**src/rtl/lcd_char_controller.sv**
```systemverilog
// HD44780 4-bit character-LCD controller: self-running power-up/init sequence, then
// queued char/home/clear/goto commands over valid/ready with cursor tracking and row wrap.
module lcd_char_controller #(
    parameter int unsigned CLK_MHZ  = 50,
    parameter int unsigned POWER_US = 130000,
    parameter int unsigned WAKE_US  = 4100,
    parameter int unsigned PULSE_US = 1,
    parameter int unsigned CMD_US   = 50,
    parameter int unsigned CLEAR_US = 1640,
    parameter int unsigned ROWS     = 2,
    parameter int unsigned COLS     = 16
) (
    input  logic       clk,
    input  logic       rst,
    input  logic       cmd_valid,
    output logic       cmd_ready,
    input  logic [1:0] cmd_op,
    input  logic [7:0] cmd_data,
    output logic [1:0] cur_row,
    output logic [5:0] cur_col,
    output logic       db4,
    output logic       db5,
    output logic       db6,
    output logic       db7,
    output logic       rs,
    output logic       enable,
    output logic       rw,
    output logic       lcd_power,
    output logic       lcd_bckgnd
);

    localparam int unsigned DW = $clog2(CLK_MHZ * POWER_US) + 1;

    localparam int unsigned PWR_N   = (CLK_MHZ * POWER_US > 0) ? CLK_MHZ * POWER_US : 1;
    localparam int unsigned WAKE_N  = (CLK_MHZ * WAKE_US  > 0) ? CLK_MHZ * WAKE_US  : 1;
    localparam int unsigned PULSE_N = (CLK_MHZ * PULSE_US > 0) ? CLK_MHZ * PULSE_US : 1;
    localparam int unsigned CMD_N   = (CLK_MHZ * CMD_US   > 0) ? CLK_MHZ * CMD_US   : 1;
    localparam int unsigned CLEAR_N = (CLK_MHZ * CLEAR_US > 0) ? CLK_MHZ * CLEAR_US : 1;

    // Terminal counts: a timed state lasts exactly N cycles.
    localparam logic [DW-1:0] PWR_L   = DW'(PWR_N - 1);
    localparam logic [DW-1:0] WAKE_L  = DW'(WAKE_N - 1);
    localparam logic [DW-1:0] PULSE_L = DW'(PULSE_N - 1);
    localparam logic [DW-1:0] CMD_L   = DW'(CMD_N - 1);
    localparam logic [DW-1:0] CLEAR_L = DW'(CLEAR_N - 1);

    localparam logic [1:0] ROW_MAX  = 2'(ROWS - 1);
    localparam logic [5:0] COL_MAX  = 6'(COLS - 1);
    localparam logic [6:0] COLS7    = 7'(COLS);
    localparam logic [7:0] FUNC_SET = (ROWS == 1) ? 8'h20 : 8'h28;

    typedef enum logic [2:0] {
        PWR_WAIT,
        NIB_SETUP,
        NIB_HIGH,
        NIB_SETTLE,
        IDLE
    } state_t;

    typedef enum logic [1:0] {
        SET_CMD,
        SET_WAKE,
        SET_CLEAR
    } settle_t;

    state_t        state_q, state_d;
    settle_t       sel_q, sel_d;
    logic [DW-1:0] cnt_q, cnt_d;
    logic          en_q, en_d;
    logic          rs_q, rs_d;
    logic [3:0]    nib_q, nib_d;
    logic [7:0]    byte_q, byte_d;
    logic          hi_q, hi_d;
    logic [2:0]    init_q, init_d;
    logic          post_q, post_d;
    logic [7:0]    pend_q, pend_d;
    logic          ready_q, ready_d;
    logic [1:0]    row_q, row_d;
    logic [5:0]    col_q, col_d;

    logic [DW-1:0] settle_max;
    logic [2:0]    step;
    logic          it_single, it_wake;
    logic [7:0]    it_byte;
    logic          ld, ld_rs, ld_single, ld_wake;
    logic [7:0]    ld_byte;
    logic [1:0]    row_nx, go_row;
    logic [5:0]    go_col;

    function automatic logic [6:0] row_base(input logic [1:0] r);
        case (r)
            2'd0:    return 7'h00;
            2'd1:    return 7'h40;
            2'd2:    return COLS7;
            default: return 7'h40 + COLS7;
        endcase
    endfunction

    always_comb begin
        case (sel_q)
            SET_WAKE:  settle_max = WAKE_L;
            SET_CLEAR: settle_max = CLEAR_L;
            default:   settle_max = CMD_L;
        endcase
    end

    // init_q names the init item currently on the bus; step is the one to load next.
    always_comb begin
        step      = (state_q == PWR_WAIT) ? init_q : init_q + 3'd1;
        it_single = 1'b0;
        it_wake   = 1'b0;
        it_byte   = 8'h00;
        case (step)
            3'd0, 3'd1, 3'd2: begin it_single = 1'b1; it_wake = 1'b1; it_byte = 8'h03; end
            3'd3:    begin it_single = 1'b1; it_byte = 8'h02; end
            3'd4:    it_byte = FUNC_SET;
            3'd5:    it_byte = 8'h0C;
            3'd6:    it_byte = 8'h06;
            default: it_byte = 8'h01;
        endcase
    end

    always_comb begin
        row_nx = (row_q == ROW_MAX) ? 2'd0 : row_q + 2'd1;
        go_row = (cmd_data[7:6] > ROW_MAX) ? ROW_MAX : cmd_data[7:6];
        go_col = (cmd_data[5:0] > COL_MAX) ? COL_MAX : cmd_data[5:0];
    end

    always_comb begin
        state_d   = state_q;
        sel_d     = sel_q;
        cnt_d     = cnt_q + 1'b1;
        en_d      = en_q;
        rs_d      = rs_q;
        nib_d     = nib_q;
        byte_d    = byte_q;
        hi_d      = hi_q;
        init_d    = init_q;
        post_d    = post_q;
        pend_d    = pend_q;
        ready_d   = ready_q;
        row_d     = row_q;
        col_d     = col_q;
        ld        = 1'b0;
        ld_rs     = 1'b0;
        ld_single = 1'b0;
        ld_wake   = 1'b0;
        ld_byte   = 8'h00;

        case (state_q)
            PWR_WAIT: begin
                if (cnt_q == PWR_L) begin
                    ld        = 1'b1;
                    ld_single = it_single;
                    ld_wake   = it_wake;
                    ld_byte   = it_byte;
                end
            end
            NIB_SETUP: begin
                cnt_d   = '0;
                en_d    = 1'b1;
                state_d = NIB_HIGH;
            end
            NIB_HIGH: begin
                if (cnt_q == PULSE_L) begin
                    cnt_d   = '0;
                    en_d    = 1'b0;
                    state_d = NIB_SETTLE;
                end
            end
            NIB_SETTLE: begin
                if (cnt_q == settle_max) begin
                    if (hi_q) begin
                        // Long settle applies to the clear/home instructions, not to data bytes.
                        cnt_d   = '0;
                        nib_d   = byte_q[3:0];
                        hi_d    = 1'b0;
                        sel_d   = (!rs_q && (byte_q == 8'h01 || byte_q == 8'h02)) ? SET_CLEAR : SET_CMD;
                        state_d = NIB_SETUP;
                    end else if (init_q != 3'd7) begin
                        init_d    = step;
                        ld        = 1'b1;
                        ld_single = it_single;
                        ld_wake   = it_wake;
                        ld_byte   = it_byte;
                    end else if (post_q) begin
                        post_d  = 1'b0;
                        ld      = 1'b1;
                        ld_byte = pend_q;
                    end else begin
                        cnt_d   = '0;
                        ready_d = 1'b1;
                        state_d = IDLE;
                    end
                end
            end
            IDLE: begin
                cnt_d = '0;
                if (cmd_valid && ready_q) begin
                    ready_d = 1'b0;
                    ld      = 1'b1;
                    case (cmd_op)
                        2'd0: begin
                            ld_rs   = 1'b1;
                            ld_byte = cmd_data;
                            if (col_q == COL_MAX) begin
                                col_d  = '0;
                                row_d  = row_nx;
                                post_d = 1'b1;
                                pend_d = {1'b1, row_base(row_nx)};
                            end else begin
                                col_d = col_q + 6'd1;
                            end
                        end
                        2'd1: begin
                            ld_byte = 8'h02;
                            row_d   = '0;
                            col_d   = '0;
                        end
                        2'd2: begin
                            ld_byte = 8'h01;
                            row_d   = '0;
                            col_d   = '0;
                        end
                        default: begin
                            ld_byte = {1'b1, row_base(go_row) + {1'b0, go_col}};
                            row_d   = go_row;
                            col_d   = go_col;
                        end
                    endcase
                end
            end
            default: begin
                cnt_d   = '0;
                state_d = PWR_WAIT;
            end
        endcase

        if (ld) begin
            state_d = NIB_SETUP;
            cnt_d   = '0;
            rs_d    = ld_rs;
            if (ld_single) begin
                nib_d = ld_byte[3:0];
                hi_d  = 1'b0;
                sel_d = ld_wake ? SET_WAKE : SET_CMD;
            end else begin
                byte_d = ld_byte;
                nib_d  = ld_byte[7:4];
                hi_d   = 1'b1;
                sel_d  = SET_CMD;
            end
        end
    end

    always_ff @(posedge clk) begin
        if (rst) begin
            state_q <= PWR_WAIT;
            sel_q   <= SET_CMD;
            cnt_q   <= '0;
            en_q    <= 1'b0;
            rs_q    <= 1'b0;
            nib_q   <= '0;
            byte_q  <= '0;
            hi_q    <= 1'b0;
            init_q  <= '0;
            post_q  <= 1'b0;
            pend_q  <= '0;
            ready_q <= 1'b0;
            row_q   <= '0;
            col_q   <= '0;
        end else begin
            state_q <= state_d;
            sel_q   <= sel_d;
            cnt_q   <= cnt_d;
            en_q    <= en_d;
            rs_q    <= rs_d;
            nib_q   <= nib_d;
            byte_q  <= byte_d;
            hi_q    <= hi_d;
            init_q  <= init_d;
            post_q  <= post_d;
            pend_q  <= pend_d;
            ready_q <= ready_d;
            row_q   <= row_d;
            col_q   <= col_d;
        end
    end

    assign cmd_ready  = ready_q;
    assign cur_row    = row_q;
    assign cur_col    = col_q;
    assign db4        = nib_q[0];
    assign db5        = nib_q[1];
    assign db6        = nib_q[2];
    assign db7        = nib_q[3];
    assign rs         = rs_q;
    assign enable     = en_q;
    assign rw         = 1'b0;
    assign lcd_power  = 1'b1;
    assign lcd_bckgnd = 1'b1;

endmodule
```
**config.mk**
```make
export PLATFORM = sky130hd
export DESIGN_NAME = lcd_char_controller
export DESIGN_NICKNAME = d
export VERILOG_FILES = /design/src/rtl/lcd_char_controller.sv
export SDC_FILE = /design/constraint.sdc
export NUM_CORES = 1
export LEC_CHECK = 0
export CAP_MARGIN = 40
export CORE_MARGIN = 2
export CORE_UTILIZATION = 54
export CTS_BUF_LIST = sky130_fd_sc_hd__clkbuf_4
export CTS_CLUSTER_SIZE = 24
export DETAILED_ROUTE_END_ITERATION = 8
export PLACE_DENSITY = 0.79
export SLEW_MARGIN = 20
export SYNTH_ARGS = -nofsm -noshare
export SYNTH_HDL_FRONTEND = slang
export SYNTH_SLANG_ARGS = --single-unit
```
**constraint.sdc**
```tcl
create_clock -name clk -period 2.5 [get_ports clk]
set_clock_uncertainty 0.2 [all_clocks]
set_input_delay 0.375 -clock clk [delete_from_list [all_inputs] [get_ports clk]]
set_output_delay 0.375 -clock clk [all_outputs]
set_load 0.1 [all_outputs]
```
==> impl_metrics.yaml, run 1 <==
logic_synthesis:
  synth_top_area_share_pct: 34.7
  ys.flop_type: "dfxtp_1"
  synth_area_leaders: "dfxtp_1 35%, nor2_1 6.5%, xor2_1 3.8%, a21oi_1 3.6%, xnor2_1 3.5%"
  ys_ff_latch: 60
  synth.avg_cell_area_um2: 8.12
  synth_cell_types: 63
  ys_warn_count: 0
  synth_edf_count: 0
  synth_area_um2: 3460
  synth_top_area_cell: "dfxtp_1"
  seq_area_frac_synth_pct: 34.7
  synth_cells: 426
  netlist_top_cells_count: "60 x dfxtp_1, 60 x nor2_1, 32 x nand2_1, 25 x a21oi_1, 24 x nand3_1"
  synthArstFlopShare_pct: 0
place:
  portBuffers: 27
  hpwlAfterDp_mm: 7.15
  dp_slack_ns: -0.119
  place_congestion: 0.922
outcome:
  status: "finished, violations left"
  violations: "setup timing"
clock_network:
  htree_levels: 3
  clock_path_buffers: 2
  clock_sinks: 60
  cts_buffers: 9
  clk_pin_slew_ns: 0.11
  cts_tree: "built"
  cts_root_buffer: "clkbuf_4"
  clock_latency_ns: 0.43
critical_path:
  cp_max_fo: 6
  path_class: "reg2reg"
  reg2reg_from: "cnt_q[18]"
  critPathSlowestCell: "or4_4"
  worstSetupStartpoint: "cnt_q[18]"
  r2r_setup_slack_ns: -0.20
  critPathMaxStageDelay_ns: 0.54
  endpoint_kind: "flip-flop"
  crit_chain: "or4_4 > buf_6 > nor4_4 > a31oi_1 > a21o_1 > o311ai_4 > buf_4 > buf_8 > nor2_1"
  start_kind: "flip-flop"
  cp.arrival_ns: 2.80
  required_ns: 2.60
drt:
  drcViolationCount: 0
  via_per_inst: 6.27
  ant_nets: 0
  routed_wl_mm: 11.4
  drtIter0Drc: 297
  wl_per_cell_um: 18.7
  num_vias: 3811
  dr.pass1.iters: 5
die:
  coreArea_um2: 6280
  die_area_um2: 7070
  dieHeight_um: 84.1
  start_util_pct: 55.1
  rows: 29
  fp.dieW_um: 84.1
  io_pins: 31
timing:
  min_period_ns: 2.70
  setup_slack_ns: -0.195
  hold_viol: 0
  setup_viol: 33
  totalNegativeSetupSlack_ns: -3.84
  rsz0062_at_grt: "yes"
  fmax_ghz: 0.371
  post-route-period-util_pct: 108
  slew_violations: 0
hold_path:
  min_from: "cur_row[1]"
  hp-class: "reg2reg"
layout:
  area_growth_pct: 38.8
  drive_gt1_share_pct: 35.0
  diodes: 0
  nets: 547
  num-fill-cells: 428
power:
  total_power_mw: 1.89
  peakVddDrop_mv: 0.373
  leakagePower_nw: 1.83
  powerDensity_nw_per_um2: 394
global_route:
  grt_max_degree: 21
  grt-ovfl-total: 0
  grt_pass1_vias: 3494
  grt_antenna_before_repair: 0
  grt_pass1_wl_mm: 16.5
  grt_usage_pct: 29.1
run:
  maxCapViolations: 0
critical path: cells and delay by family (launching register included):
kind	cells	cell delay (ns)
buffers and inverters	3	0.48
flip-flops	1	0.34
AO/OA/AOI/OAI	3	0.69
AND/OR/NAND/NOR	3	0.87
report_power, final:
group | internal [mW] | switching [mW]
Sequential | 0.958 | 0.00302
Clock | 0.392 | 0.377
Combinational | 0.0689 | 0.0922
timing repair:
| item | in CTS | in global routing |
|---|---|---|
| cloned | 1 | 2 |
| setup endpoints to repair | 39 | 46 |
| hold buffers | 0 | 0 |
| gates resized for setup | 21 | 64 |
| setup buffers | 5 | 7 |
| pin swaps | 7 | 25 |
| endpoints found under the hold margin | 0 | 0 |
worst paths after layout:
path | endpoint | cells after the start
max reg2reg | cnt_q[18] | 9
min | cur_row[1] | 1
max | cnt_q[18] | 9
min reg2reg | cur_row[1] | 1
cell families (layout without fill, tap and decap cells):
family	after synthesis	after routing	synth area share (%)
AND/OR/NAND/NOR	195	195	29.8
XOR/XNOR	29	29	7.34
buffers and inverters	34	136	4.48
other	2	5	0.217
flip-flops	60	60	34.7
multiplexers	5	5	1.48
AO/OA/AOI/OAI	93	93	19.1
adder cells (fa/ha/maj)	8	8	2.89
routing by layer:
layer  vias up  global-route usage, %  share of wire, %
met3        68                   6.53               6.7
met5         -                      0                 0
met4         0                   15.5               5.3
met1      1786                   34.3                38
li1       1754                      -                 -
met2       203                   48.8                50
layout make-up:
| type | count | area [µm²] | area share (%) |
|---|---|---|---|
| repair buffers | 108 | 906 | 18.9 |
| well taps | 77 | 96.3 | 2.01 |
| inverters | 12 | 45.0 | 0.938 |
| multi-input cells | 335 | 2390 | 49.8 |
| clock inverters | 7 | 81.3 | 1.69 |
| flip-flops and latches | 60 | 1210 | 25.3 |
| clock buffers | 9 | 67.6 | 1.41 |
layout by cell type (no fill, tap or decap), types with 6 or more instances in the layout:
cell | synthesis | final
nand4_1 | 7 | 7
xnor2_1 | 14 | 14
or2_2 | 8 | 6
buf_4 | 3 | 88
nor2_1 | 60 | 45
dfxtp_1 | 60 | 52
clkdlybuf4s50_1 | 0 | 12
a21oi_1 | 25 | 20
o21ai_0 | 19 | 15
clkbuf_4 | 0 | 9
nand3_1 | 24 | 24
nand2_1 | 32 | 32
xor2_1 | 15 | 15
nor3_1 | 10 | 10
nor2_4 | 0 | 11
a211oi_1 | 8 | 7
inv_1 | 12 | 10
dfxtp_2 | 0 | 7
through the flow:
| stage | util, % | std cells | cell area (µm²) | hold slack [ns] |
|---|---|---|---|---|
| global route | 76.5 | 608 | 4800 | 0.297 |
| detailed placement | 67.2 | 578 | 4220 | 0.252 |
| global placement | 67.2 | 578 | 4220 | 0.239 |
| CTS | 71.9 | 600 | 4520 | 0.268 |
| finish | 76.5 | 608 | 4800 | 0.273 |
| floorplan | - | 429 | 3490 | 0.226 |
flip-flops by register name, summed over array words and instances, names as in the netlist:
name,flops
pend_q,3
cnt_q,24
enable,1
hi_q,1
rs,1
nib_q,4
byte_q,8
init_q,3
post_q,1
cur_row,2
cur_col,6
sel_q,2
state_q,3
cmd_ready,1
Power figures use the tool's default switching activity.
==> inputs of run 2 (changes only) <==
--- a/config.mk
+++ b/config.mk
@@ -11,7 +11,9 @@
 export CTS_BUF_LIST = sky130_fd_sc_hd__clkbuf_4
 export CTS_CLUSTER_SIZE = 24
 export DETAILED_ROUTE_END_ITERATION = 8
+export GPL_TIMING_DRIVEN = 0
 export PLACE_DENSITY = 0.79
+export SKIP_LAST_GASP = 1
 export SLEW_MARGIN = 20
 export SYNTH_ARGS = -nofsm -noshare
 export SYNTH_HDL_FRONTEND = slang
==> run 2 against run 1 <==
  * The run still ends with setup timing left
  * Combinational power fell by 15%
  * Global-route usage fell by 1.5 points
  * Wire length decreased by 4.8%
  * Sequential share of layout area increased by 0.71 points
  * Register-to-register slack better by 0.03 ns
  * Core utilization shrank 1.2 points
  * Critical path depth shrank 2
  * Die area unchanged
  * Power down 1.6%
  * Sequential cell count unchanged
  * Worst setup slack better by 0.029 ns
  * Clock power fell by 1%
  * Critical path type unchanged
  * Critical endpoint is now byte_q[1]
  * Largest power group unchanged
  * Highest routed layer unchanged
==> impl_metrics.yaml, run 2 (synthesis gave the netlist of run 1 again) <==
outcome:
  status: "finished, violations left"
  violations: "setup timing"
timing:
  setup_slack_ns: -0.166
  hold_viol: 0
  post-route-period-util_pct: 107
  min_period_ns: 2.67
  worst_pin_slew_ns: 0.698
  whs_ns: 0.249
  fmax_ghz: 0.375
  slew_violations: 0
  rsz0062_at_grt: "yes"
  setup_viol: 38
  slew_headroom_pct: 53.5
clock_network:
  clock_latency_ns: 0.42
  clock_sinks: 60
  cts_root_buffer: "clkbuf_4"
  cts_buffers: 9
  clock_path_buffers: 2
  cts_tree: "built"
  htree_levels: 3
  clk_pin_slew_ns: 0.10
  cts_hold_buf: 0
global_route:
  grt_antenna_before_repair: 0
  grt_pass1_vias: 3406
  grt_pass1_wl_mm: 15.9
  grt-ovfl-total: 0
  grt_usage_pct: 27.6
  grt_max_degree: 11
drt:
  drt-met1-wl_mm: 4.46
  top_layer: "met4"
  routed_wl_mm: 10.9
  ant_nets: 0
  drtIter0Drc: 312
  wl_per_cell_um: 18.5
  num_vias: 3723
  drcViolationCount: 0
  dr.pass1.iters: 4
  via_per_inst: 6.36
  wl_met3_um: 656
  wl_met2_mm: 5.33
power:
  p_int_mw: 1.40
  seqPwrFrac_pct: 51.8
  combPwrFrac_pct: 7.3
  peakVddDrop_mv: 0.415
  powerDensity_nw_per_um2: 393
  swShare_pct: 24.5
  p_sw_uw: 457
  leakagePower_nw: 1.69
  clockPowerShare_pct: 40.9
die:
  io_pins: 31
  die_area_um2: 7070
  coreArea_um2: 6280
  start_util_pct: 55.1
  fp.dieW_um: 84.1
  rows: 29
  dieHeight_um: 84.1
critical_path:
  crit_chain: "or4_4 > or2_4 > or4_4 > a21oi_4 > buf_6 > nor2_1 > a21bo_2"
  cp_max_fo: 5
  required_ns: 2.61
  path_class: "reg2reg"
  critPathMaxStageDelay_ns: 0.59
  critPathSlowestCell: "or4_4"
  cp_common_cell: "or4_4"
  cp_top_family: "simple AND/OR/NAND/NOR gates"
  start_kind: "flip-flop"
  endpoint_kind: "flip-flop"
  cp.arrival_ns: 2.78
  critPathBufInv: 1
layout:
  diodes: 0
  final_cell_mix: "44 x dfxtp_1, 43 x nor2_1, 31 x nand2_1"
  final_common_cell: "dfxtp_1"
  largest_register_ffs: 24
  nets: 524
  drive_gt1_share_pct: 30.5
  top_register: "cnt_q"
  area_growth_pct: 36.7
place:
  hpwlAfterDp_mm: 6.59
  portBuffers: 26
  dp_slack_ns: -0.493
  place_congestion: 0.939
run:
  maxCapViolations: 0
hold_path:
  hp-class: "reg2reg"
-- run 2: per-layer routing --
metal  global-route usage [%]  vias up
met3                     4.45       43
li1                         -     1710
met4                     13.0        0
met2                     45.7      194
met1                     34.9     1776
met5                        0        -
-- run 2: power by group through the flow --
| stage | sequential [mW] | clock [mW] | combinational, mW |
|---|---|---|---|
| floorplan | 0.986 | 0 | 0.0712 |
| global placement | 0.987 | 0 | 0.109 |
| detailed placement | 0.987 | 0 | 0.110 |
| CTS | 0.964 | 0.764 | 0.122 |
| global route | 0.965 | 0.804 | 0.145 |
| finish | 0.964 | 0.761 | 0.137 |
-- run 2: cell type report --
| type | count | area [µm²] |
|---|---|---|
| buffer | 19 | 125 |
| clock buffer | 9 | 67.6 |
| clock inverter | 7 | 81.3 |
| fill | 434 | 1550 |
| inverter | 12 | 45.0 |
| multi-input combinational | 335 | 2390 |
| sequential | 60 | 1230 |
| tap | 77 | 96.3 |
| timing repair buffer | 66 | 701 |
-- run 2: stage by stage --
stage | TNS [ns] | power (mW) | util (%) | instance area [µm²] | std cells
after floorplan | -0.114 | 1.06 | - | 3490 | 429
after global placement | -10.46 | 1.10 | 61.2 | 3840 | 532
after detailed placement | -12.89 | 1.10 | 64.8 | 4070 | 547
after CTS | -3.34 | 1.85 | 71.1 | 4460 | 574
after global routing | -6.26 | 1.91 | 75.4 | 4730 | 585
final | -3.74 | 1.86 | 75.4 | 4730 | 585
-- run 2: worst paths after layout --
path / from / end / slack (ns) / depth (start not counted)
min: cnt_q[0] / cnt_q[0] / 0.25 / 1
max reg2reg: cnt_q[19] / byte_q[1] / -0.17 / 7
max: cnt_q[19] / byte_q[1] / -0.17 / 7
min reg2reg: cnt_q[0] / cnt_q[0] / 0.25 / 1
-- run 2: what timing repair did --
item,4_1_cts,5_1_grt
gates cloned,2,1
pin swaps,21,25
gates resized for setup,49,59
endpoints found under the setup margin,43,56
buffers inserted,11,11
